$ cat src/rtl/mesh_edge_endpoint.sv
// Off-mesh endpoint for one boundary port of the neuron_cell mesh: flit TX serialiser plus RX flit FIFO and packet reassembly.
// Optional statistics counters are built when MESH_EDGE_STATS_EN is defined.
module mesh_edge_endpoint #(
  parameter int PKT_FLITS = 2,
  parameter int RX_DEPTH  = 4
`ifdef MESH_EDGE_STATS_EN
  ,
  parameter int CNT_W     = 16
`endif
) (
  input  logic                   clk,
  input  logic                   rst_n,
  output logic [3:0]             to_mesh,
  output logic                   to_mesh_en,
  input  logic                   mesh_full,
  input  logic [3:0]             from_mesh,
  input  logic                   from_mesh_w,
  output logic                   mesh_n_full,
  input  logic [4*PKT_FLITS-1:0] tx_pkt,
  input  logic                   tx_valid,
  output logic                   tx_ready,
  output logic [4*PKT_FLITS-1:0] rx_pkt,
  output logic                   rx_valid,
  input  logic                   rx_ready,
  output logic                   rx_ovf
`ifdef MESH_EDGE_STATS_EN
  ,
  output logic [CNT_W-1:0]       tx_pkt_cnt,
  output logic [CNT_W-1:0]       rx_pkt_cnt,
  output logic [CNT_W-1:0]       ovf_cnt
`endif
);

  localparam int PW     = 4 * PKT_FLITS;
  localparam int AW     = (RX_DEPTH > 1) ? $clog2(RX_DEPTH) : 1;
  localparam int IW     = $clog2(PKT_FLITS);
  localparam int ONE_I  = 1;
  localparam int LAST_I = PKT_FLITS - 1;
  localparam int NF_I   = RX_DEPTH - 1;

  localparam logic [IW-1:0] IDX_LAST = LAST_I[IW-1:0];
  localparam logic [IW-1:0] IDX_ONE  = ONE_I[IW-1:0];
  localparam logic [AW-1:0] PTR_ONE  = ONE_I[AW-1:0];
  localparam logic [AW:0]   OCC_ONE  = ONE_I[AW:0];
  localparam logic [AW:0]   OCC_FULL = RX_DEPTH[AW:0];
  localparam logic [AW:0]   OCC_NF   = NF_I[AW:0];

  localparam logic [0:0] ST_IDLE = 1'b0;
  localparam logic [0:0] ST_SEND = 1'b1;

  logic [0:0]    state_q, state_d;
  logic [PW-1:0] shift_q, shift_d;
  logic [IW-1:0] idx_q, idx_d;
  logic          send_s;

  logic [3:0]    mem_q [RX_DEPTH];
  logic [AW-1:0] wr_ptr_q, wr_ptr_d;
  logic [AW-1:0] rd_ptr_q, rd_ptr_d;
  logic [AW:0]   occ_q, occ_d;
  logic [PW-5:0] asm_q, asm_d;
  logic [PW-1:0] asm_ext_s;
  logic [IW-1:0] acnt_q, acnt_d;
  logic [PW-1:0] rx_pkt_q, rx_pkt_d;
  logic          rx_valid_q, rx_valid_d;
  logic          rx_ovf_q, rx_ovf_d;
  logic          n_full_q, n_full_d;
  logic          fifo_full_s, push_s, drop_s, pop_s, complete_s;
  logic [3:0]    head_s;

  // TX serialiser: latch a packet in IDLE, emit one nibble per cycle the cell can take it
  always_comb begin
    state_d = state_q;
    shift_d = shift_q;
    idx_d   = idx_q;
    send_s  = (state_q == ST_SEND) && !mesh_full;
    case (state_q)
      ST_IDLE: begin
        if (tx_valid) begin
          state_d = ST_SEND;
          shift_d = tx_pkt;
          idx_d   = {IW{1'b0}};
        end else begin
          state_d = ST_IDLE;
        end
      end
      ST_SEND: begin
        if (!mesh_full) begin
          shift_d = {shift_q[PW-5:0], 4'h0};
          idx_d   = idx_q + IDX_ONE;
          if (idx_q == IDX_LAST) begin
            state_d = ST_IDLE;
          end else begin
            state_d = ST_SEND;
          end
        end else begin
          state_d = ST_SEND;
        end
      end
      default: begin
        state_d = ST_IDLE;
      end
    endcase
  end

  assign to_mesh    = (state_q == ST_SEND) ? shift_q[PW-1 -: 4] : 4'h0;
  assign to_mesh_en = send_s;
  assign tx_ready   = (state_q == ST_IDLE);

  assign head_s    = mem_q[rd_ptr_q];
  assign asm_ext_s = {asm_q, head_s};

  // RX FIFO bookkeeping; a completing pop is held off while the host still owns rx_pkt
  always_comb begin
    fifo_full_s = (occ_q == OCC_FULL);
    push_s      = from_mesh_w && !fifo_full_s;
    drop_s      = from_mesh_w && fifo_full_s;
    if (occ_q != {(AW+1){1'b0}}) begin
      pop_s = !((acnt_q == IDX_LAST) && rx_valid_q && !rx_ready);
    end else begin
      pop_s = 1'b0;
    end
    complete_s = pop_s && (acnt_q == IDX_LAST);

    wr_ptr_d = push_s ? (wr_ptr_q + PTR_ONE) : wr_ptr_q;
    rd_ptr_d = pop_s  ? (rd_ptr_q + PTR_ONE) : rd_ptr_q;
    case ({push_s, pop_s})
      2'b10:   occ_d = occ_q + OCC_ONE;
      2'b01:   occ_d = occ_q - OCC_ONE;
      default: occ_d = occ_q;
    endcase
    // One slot of slack covers the flit the cell already launched before seeing n_full.
    n_full_d = (occ_d >= OCC_NF);
    rx_ovf_d = rx_ovf_q | drop_s;

    asm_d      = asm_q;
    acnt_d     = acnt_q;
    rx_pkt_d   = rx_pkt_q;
    rx_valid_d = rx_valid_q;
    if (complete_s) begin
      rx_pkt_d   = asm_ext_s;
      acnt_d     = {IW{1'b0}};
      rx_valid_d = 1'b1;
    end else if (pop_s) begin
      asm_d  = asm_ext_s[PW-5:0];
      acnt_d = acnt_q + IDX_ONE;
      if (rx_valid_q && rx_ready) begin
        rx_valid_d = 1'b0;
      end else begin
        rx_valid_d = rx_valid_q;
      end
    end else begin
      if (rx_valid_q && rx_ready) begin
        rx_valid_d = 1'b0;
      end else begin
        rx_valid_d = rx_valid_q;
      end
    end
  end

  // FIFO storage needs no reset: occupancy guards every read
  always_ff @(posedge clk) begin
    if (push_s) begin
      mem_q[wr_ptr_q] <= from_mesh;
    end
  end

  // State registers with synchronous active-low reset
  always_ff @(posedge clk) begin
    if (!rst_n) begin
      state_q    <= ST_IDLE;
      shift_q    <= {PW{1'b0}};
      idx_q      <= {IW{1'b0}};
      wr_ptr_q   <= {AW{1'b0}};
      rd_ptr_q   <= {AW{1'b0}};
      occ_q      <= {(AW+1){1'b0}};
      asm_q      <= {(PW-4){1'b0}};
      acnt_q     <= {IW{1'b0}};
      rx_pkt_q   <= {PW{1'b0}};
      rx_valid_q <= 1'b0;
      rx_ovf_q   <= 1'b0;
      n_full_q   <= 1'b0;
    end else begin
      state_q    <= state_d;
      shift_q    <= shift_d;
      idx_q      <= idx_d;
      wr_ptr_q   <= wr_ptr_d;
      rd_ptr_q   <= rd_ptr_d;
      occ_q      <= occ_d;
      asm_q      <= asm_d;
      acnt_q     <= acnt_d;
      rx_pkt_q   <= rx_pkt_d;
      rx_valid_q <= rx_valid_d;
      rx_ovf_q   <= rx_ovf_d;
      n_full_q   <= n_full_d;
    end
  end

  assign rx_pkt      = rx_pkt_q;
  assign rx_valid    = rx_valid_q;
  assign rx_ovf      = rx_ovf_q;
  assign mesh_n_full = n_full_q;

`ifdef MESH_EDGE_STATS_EN
  localparam logic [CNT_W-1:0] CNT_ONE = ONE_I[CNT_W-1:0];
  localparam logic [CNT_W-1:0] CNT_MAX = {CNT_W{1'b1}};

  logic [CNT_W-1:0] tx_cnt_q, tx_cnt_d;
  logic [CNT_W-1:0] rx_cnt_q, rx_cnt_d;
  logic [CNT_W-1:0] ovf_cnt_q, ovf_cnt_d;
  logic             tx_done_s;

  assign tx_done_s = send_s && (idx_q == IDX_LAST);

  // Saturating event counters
  always_comb begin
    tx_cnt_d  = tx_cnt_q;
    rx_cnt_d  = rx_cnt_q;
    ovf_cnt_d = ovf_cnt_q;
    if (tx_done_s && (tx_cnt_q != CNT_MAX)) begin
      tx_cnt_d = tx_cnt_q + CNT_ONE;
    end else begin
      tx_cnt_d = tx_cnt_q;
    end
    if (complete_s && (rx_cnt_q != CNT_MAX)) begin
      rx_cnt_d = rx_cnt_q + CNT_ONE;
    end else begin
      rx_cnt_d = rx_cnt_q;
    end
    if (drop_s && (ovf_cnt_q != CNT_MAX)) begin
      ovf_cnt_d = ovf_cnt_q + CNT_ONE;
    end else begin
      ovf_cnt_d = ovf_cnt_q;
    end
  end

  // Counter registers
  always_ff @(posedge clk) begin
    if (!rst_n) begin
      tx_cnt_q  <= {CNT_W{1'b0}};
      rx_cnt_q  <= {CNT_W{1'b0}};
      ovf_cnt_q <= {CNT_W{1'b0}};
    end else begin
      tx_cnt_q  <= tx_cnt_d;
      rx_cnt_q  <= rx_cnt_d;
      ovf_cnt_q <= ovf_cnt_d;
    end
  end

  assign tx_pkt_cnt = tx_cnt_q;
  assign rx_pkt_cnt = rx_cnt_q;
  assign ovf_cnt    = ovf_cnt_q;
`endif

endmodule

$ cat config.mk
export PLATFORM = sky130hd
export DESIGN_NAME = mesh_edge_endpoint
export DESIGN_NICKNAME = d
export VERILOG_FILES = /design/src/rtl/mesh_edge_endpoint.sv
export SDC_FILE = /design/constraint.sdc
export NUM_CORES = 1
export LEC_CHECK = 0
export ABC_CLOCK_PERIOD_IN_PS = 2600
export CAP_MARGIN = 20
export CELL_PAD_IN_SITES_DETAIL_PLACEMENT = 1
export CELL_PAD_IN_SITES_GLOBAL_PLACEMENT = 1
export CORE_ASPECT_RATIO = 1.2
export CORE_UTILIZATION = 25
export DETAILED_ROUTE_END_ITERATION = 7
export DONT_BUFFER_PORTS = 1
export PLACE_DENSITY = 0.46
export RECOVER_POWER = 50
export SLEW_MARGIN = 20
export SYNTH_ARGS = -nofsm -noshare
export SYNTH_HDL_FRONTEND = slang
export SYNTH_SLANG_ARGS = --single-unit
export TNS_END_PERCENT = 10
$ cat constraint.sdc
create_clock -name clk -period 2.6 [get_ports clk]
set_clock_uncertainty 0.05 [all_clocks]
set_input_delay 0.65 -clock clk [delete_from_list [all_inputs] [get_ports clk]]
set_output_delay 0.65 -clock clk [all_outputs]
set_load 0.02 [all_outputs]
# Word-level counts from Yosys, hierarchy flattened
# Memory sizes are Yosys's and may differ from the RTL's. A register that Yosys moved wholly into a read port is not among the register bits.
# Cells that the tools add are included.
[classes]
add_sub_neg = 6
magnitude_cmp = 1
eq_ne = 5
mux = 19
n_bitwise = 4
reduce_logical = 16
[ops]
columns = ["operator", "count"]
rows = [
  ["8-bit two-way mux", 2],
  ["8-bit one-hot mux with 2 select lines", 1],
  ["1-bit two-way mux", 10],
  ["1-bit logical AND", 7],
  ["3-bit one-hot mux with 2 select lines", 1],
  ["2-bit by 1-bit adder with 2-bit output (second input constant)", 2],
  ["1-bit zero test", 4],
  ["2-bit two-way mux", 2],
  ["4-bit two-way mux", 1],
  ["2-bit != test (second input constant)", 2],
  ["1-bit one-hot mux with 2 select lines", 2],
  ["2-bit AND reduction", 2],
  ["3-bit by 1-bit adder with 3-bit output (second input constant)", 1],
  ["3-bit equality test (second input constant)", 1],
  ["3-bit by 2-bit greater-or-equal comparator with 1-bit output (second input constant)", 1],
  ["1-bit NOT", 3],
  ["3-bit nonzero test", 1],
  ["3-bit by 1-bit subtractor with 3-bit output (second input constant)", 1],
  ["1-bit adder (second input constant)", 2],
  ["2-bit by 1-bit equality test with 1-bit output (second input constant)", 1],
  ["2-bit equality test (second input constant)", 1],
  ["2-bit nonzero test", 1],
  ["2-bit OR reduction", 1],
  ["1-bit bitwise OR", 1],
]
[word_totals]
register_bits = 33
ramBits = 16
out_inout_bits = 17
word_cells = 64
n_memories = 1
[memory_table]
columns = ["name", "depth", "word_bits", "read_ports", "rd_clocked_by_memory_dff", "wr", "line", "rtl"]
rows = [
  ["mem_q", 4, 4, 1, 1, 1, "56", "logic [3:0] mem_q [RX_DEPTH];"],
]

# Depth between registers and ports, before layout
# Gate-level depths: netlist of the first run.
[depth]
word_depth = 7
mapped_depth = 8
ltp_nobuf = 7

# Least setup slack after synthesis of the first run
# Ideal clock, no wire load.
[synth_timing]
path_kind = "input-to-reg"
from = "in from_mesh_w"
to = "reg n_full_q, in the netlist mesh_n_full"
setup_ns = 0.063
arrival_time_ns = 2.322
required_time_ns = 2.487
setup_slack_ns = 0.165
stages = 7
path_buffers = 1
cell_sequence = "buf_1 > nand2_1 > ha_1 > fa_1 > xnor2_1 > or4_2 > nand3_1"
[synth_between]
elab_chain_len = 4
word_cells_on_any_way = 5
[synth_rtl]
columns = ["item", "line", "rtl"]
rows = [
  ["from (decl)", "17", "input logic from_mesh_w,"],
  ["1-bit logical AND (*)", "115", "push_s = from_mesh_w && !fifo_full_s;"],
  ["2-bit by 1-bit equality test with 1-bit output / 2-bit equality test (equally long branches)", "126", "case ({push_s, pop_s})"],
  ["3-bit one-hot mux with 2 select lines (*)", "126", ""],
  ["3-bit by 2-bit greater-or-equal comparator with 1-bit output (*)", "132", "n_full_d = (occ_d >= OCC_NF);"],
  ["to (signal assigned)", "194", "n_full_q <= n_full_d;"],
  ["to (decl)", "66", "logic n_full_q, n_full_d;"],
]
# Every way passes the cells marked *; elsewhere a longest branch is shown, timed or not.
# A chain may end at the register's enable or synchronous reset.

# Worst setup path in the final report of the first run
[layout_timing]
from = "reg acnt_q"
to = "reg n_full_q, in the netlist mesh_n_full"
[layout_between]
elab_chain_len = 7
word_cells_on_any_way = 8
[layout_rtl]
columns = ["item", "line", "rtl"]
rows = [
  ["from (decl)", "62", "logic [IW-1:0] acnt_q, acnt_d;"],
  ["from (signal assigned)", "177", "acnt_q <= {IW{1'b0}};"],
  ["from (signal assigned)", "190", "acnt_q <= acnt_d;"],
  ["1-bit logical AND (*) (2 in a row)", "118", "pop_s = !((acnt_q == IDX_LAST) && rx_valid_q && !rx_ready);"],
  ["1-bit zero test (*)", "118", ""],
  ["1-bit two-way mux (*)", "117", "if (occ_q != {(AW+1){1'b0}}) begin"],
  ["2-bit by 1-bit equality test with 1-bit output / 2-bit equality test (equally long branches)", "126", ""],
  ["3-bit one-hot mux with 2 select lines (*)", "126", ""],
  ["3-bit by 2-bit greater-or-equal comparator with 1-bit output (*)", "132", ""],
]
# Marked as above.

==> impl_metrics.sql, run 1 <==
INSERT INTO impl_metrics (metric_group, metric, value, unit) VALUES
('status', 'status', 'complete, no violations', ''),
('detailed_routing', 'drc_errors', '0', ''),
('synthesis', 'syn-num-nets', '219', ''),
('worst_setup_path', 'worst-endpoint-required', '2.80', 'ns'),
('detailed_routing', 'maxUsedRoutingLayer', 'met4', ''),
('clocking', 'max-clock-path-buffers', '2', ''),
('worst_setup_path', 'timing.critical_path.to_type', 'flip-flop', ''),
('worst_setup_path', 'crit_path_max_fanout', '9', ''),
('clocking', 'cts_max_level', '2', ''),
('detailed_routing', 'wl_met3', '203', 'µm'),
('power_and_ir_drop', 'vdd_ir_drop_max', '0.000343', 'V'),
('clocking', 'ctsRootBufferMaster', 'sky130_fd_sc_hd__clkbuf_8', ''),
('die', 'num_rows', '36', ''),
('worst_setup_path', 'timing.critical_path.slowest_stage_cell', 'sky130_fd_sc_hd__or4_2', ''),
('global_route', 'grt_start_max_net_pins', '19', ''),
('clocking', 'cts_inserted_buffers', '5', ''),
('detailed_routing', 'routed_wire_length', '4660', 'µm'),
('detailed_routing', 'dr.first_iter.drc_count', '23', ''),
('synthesis', 'postSynthCellCount', '195', ''),
('die', 'floorplan.initialDensity', '0.261', ''),
('clocking', 'clkSinkCount', '51', ''),
('power_and_ir_drop', 'p_leak', '0.823', 'nW'),
('clocking', 'cts_tree', 'built', ''),
('global_route', 'grt-ovfl-total', '0', ''),
('worst_setup_path', 'critPathKind', 'flip-flop to flip-flop', ''),
('timing', 'fmax', '0.418', 'GHz'),
('cells_and_area', 'seqCellArea', '1180', 'µm²'),
('detailed_routing', 'avgViaCountPerCell', '4.62', ''),
('cells_and_area', 'count_of_antenna_diodes_in_the_layout', '0', ''),
('cells_and_area', 'area_growth', '9.69', '%'),
('die', 'top_level_ports', '35', ''),
('die', 'floorplan.die.height', '103', 'µm'),
('die', 'die_w', '86.5', 'µm'),
('timing', 'hold-worst-slack', '0.384', 'ns'),
('detailed_routing', 'route.layer.met1.wl', '2030', 'µm'),
('worst_setup_path', 'path_cells', 'and3b_1 > nor2_1 > ha_1 > fa_1 > xnor2_1 > or4_2 > nand3_1', ''),
('clocking', 'postCtsSetupBuffers', '0', ''),
('worst_setup_path', 'cp_data_arrival_time', '2.59', 'ns'),
('die', 'die-area', '8950', 'µm²'),
('timing', 'drv_slew', '0', ''),
('worst_setup_path', 'critical_path_buf_inv_count', '0', ''),
('timing', 'fin_crit', '2.39', 'ns'),
('worst_setup_path', 'setup.worst_path.start_class', 'flip-flop', ''),
('synthesis', 'synth.cell_area', '2140', 'µm²'),
('synthesis', 'synth-edff-count', '16', ''),
('synthesis', 'ys_seq_elements', '51', ''),
('timing', 'report.final.hold_viol_count', '0', ''),
('global_route', 'grtUsageTotal', '0.112', ''),
('synthesis', 'ys_warn_count', '0', ''),
('clocking', 'cts_resized', '0', ''),
('synthesis', 'synth.distinct_cells', '41', ''),
('timing', 'final_critical_path_share_of_the_clock_period', '0.920', ''),
('detailed_routing', 'met2_wirelength', '2380', 'µm'),
('min_path', 'hold_path_class', 'primary input to flip-flop', ''),
('global_route', 'grt_antenna_before_repair', '0', ''),
('global_route', 'first_global_vias', '1581', ''),
('detailed_routing', 'vias', '1438', ''),
('timing', 'worst_slew_margin_rel', '0.548', ''),
('detailed_routing', 'ant_nets', '0', ''),
('timing', 'setup_repair_after_global_routing_missed_its_margin', 'false', ''),
('synthesis', 'dominantRegCellSynth', 'sky130_fd_sc_hd__dfxtp_1', ''),
('cells_and_area', 'finalNonFillerCells', '311', ''),
('run', 'max-cap-violations', '0', ''),
('cells_and_area', 'area_taken_by_multi_input_logic_gates', '862', 'µm²'),
('placement', 'port-buffer-count', '0', ''),
('synthesis', 'synth_sequential_area_ratio', '0.551', ''),
('cells_and_area', 'nets', '220', ''),
('synthesis', 'postSynthAreaPerCell', '11.0', 'µm²'),
('cells_and_area', 'mostFrequentLayoutCells', '35 x sky130_fd_sc_hd__dfxtp_1, 16 x sky130_fd_sc_hd__a21oi_1, 16 x sky130_fd_sc_hd__edfxtp_1, 14 x sky130_fd_sc_hd__nand2_1, 11 x sky130_fd_sc_hd__inv_1', ''),
('placement', 'place.detailed.hpwl', '3580', 'µm'),
('cells_and_area', 'fillerInstances', '950', '');
per-stage QoR:
step	worst slack, ns	cell area, µm²	power (mW)	util
after floorplan	0.165	2140	1.58	-
after global placement	0.114	2260	1.70	0.276
after detailed placement	0.0509	2260	1.73	0.276
after CTS	0.200	2360	2.23	0.288
after global routing	0.0677	2350	2.34	0.287
final	0.207	2350	2.18	0.287
cell usage after synthesis (2+ instances only):
cell / number / area [µm²]
sky130_fd_sc_hd__a211oi_1: 4 / 30.0
sky130_fd_sc_hd__a21oi_1: 16 / 80.1
sky130_fd_sc_hd__and2_1: 6 / 37.5
sky130_fd_sc_hd__and3_2: 4 / 30.0
sky130_fd_sc_hd__buf_1: 2 / 7.51
sky130_fd_sc_hd__buf_2: 5 / 25.0
sky130_fd_sc_hd__clkbuf_1: 2 / 7.51
sky130_fd_sc_hd__dfxtp_1: 35 / 701
sky130_fd_sc_hd__edfxtp_1: 16 / 480
sky130_fd_sc_hd__ha_1: 5 / 62.6
sky130_fd_sc_hd__inv_1: 11 / 41.3
sky130_fd_sc_hd__mux2i_1: 4 / 40.0
sky130_fd_sc_hd__mux4_2: 4 / 90.1
sky130_fd_sc_hd__nand2_1: 14 / 52.6
sky130_fd_sc_hd__nand2b_1: 4 / 25.0
sky130_fd_sc_hd__nand3_1: 8 / 40.0
sky130_fd_sc_hd__nand4_1: 5 / 31.3
sky130_fd_sc_hd__nor2_1: 4 / 15.0
sky130_fd_sc_hd__nor2b_1: 2 / 12.5
sky130_fd_sc_hd__nor3_1: 7 / 35.0
sky130_fd_sc_hd__o21a_1: 3 / 22.5
sky130_fd_sc_hd__o21ai_0: 3 / 15.0
sky130_fd_sc_hd__o22ai_1: 4 / 25.0
sky130_fd_sc_hd__o2bb2ai_1: 4 / 35.0
sky130_fd_sc_hd__o31ai_1: 5 / 37.5
sky130_fd_sc_hd__or3_2: 2 / 15.0
sky130_fd_sc_hd__xnor2_1: 2 / 17.5
area by class of cell:
class                           count  area share
Sequential cell                    51       0.502
Multi-Input combinational cell    122       0.367
Clock buffer                        5      0.0293
Inverter                           11      0.0176
Clock inverter                      3      0.0122
Timing Repair Buffer                5      0.0112
Tap cell                          114      0.0607
final timing paths:
kind                                          start                     end  cells past startpoint
worst max-delay path            acnt_q$_SDFFE_PP0N_  mesh_n_full$_SDFF_PN0_                      7
worst min-delay path                   from_mesh[0]   mem_q[1][0]$_DFFE_PP_                      0
worst max register to register  acnt_q$_SDFFE_PP0N_  mesh_n_full$_SDFF_PN0_                      7
worst min register to register   idx_q$_SDFFE_PN0P_      state_q$_SDFF_PN0_                      1
layer usage:
| layer | vias up | track usage |
|---|---|---|
| met5 | - | 0 |
| met2 | 21 | 0.202 |
| li1 | 706 | - |
| met3 | 4 | 0.0317 |
| met4 | 0 | 0.0346 |
| met1 | 707 | 0.128 |
cells by family after synthesis:
kind of cell             after synthesis  share of synthesized area
multiplexers                           9                     0.0660
buffers and inverters                 22                     0.0467
AO/OA/AOI/OAI                         43                      0.128
AND/OR/NAND/NOR                       62                      0.161
flip-flops                            51                      0.551
XOR/XNOR                               2                    0.00817
adder cells (fa/ha/maj)                6                     0.0385
where the power goes:
part	leakage [nW]	switching (mW)	internal, mW	total, mW
Combinational	0.339	0.322	0.256	0.578
Clock	0.0502	0.287	0.200	0.487
Sequential	0.434	0.152	0.966	1.12
state kept, by name, summed over array words and instances, names as in the netlist, named ones only:
name,count
asm_q,4
mem_q,16
rx_ovf,1
mesh_n_full,1
shift_q,8
rx_valid,1
idx_q,1
wr_ptr_q,2
rx_pkt,8
state_q,1
occ_q,3
acnt_q,1
rd_ptr_q,2
Note: power is estimated with default switching activity, not from simulation.
==> run 2, diff against run 1 <==
CTS_CLUSTER_DIAMETER = 100   (was default)
SKIP_CTS_REPAIR_TIMING = 1   (was default)
==> results of run 2 <==
The final DEF is identical to that of run 1; final timing and power are the same.
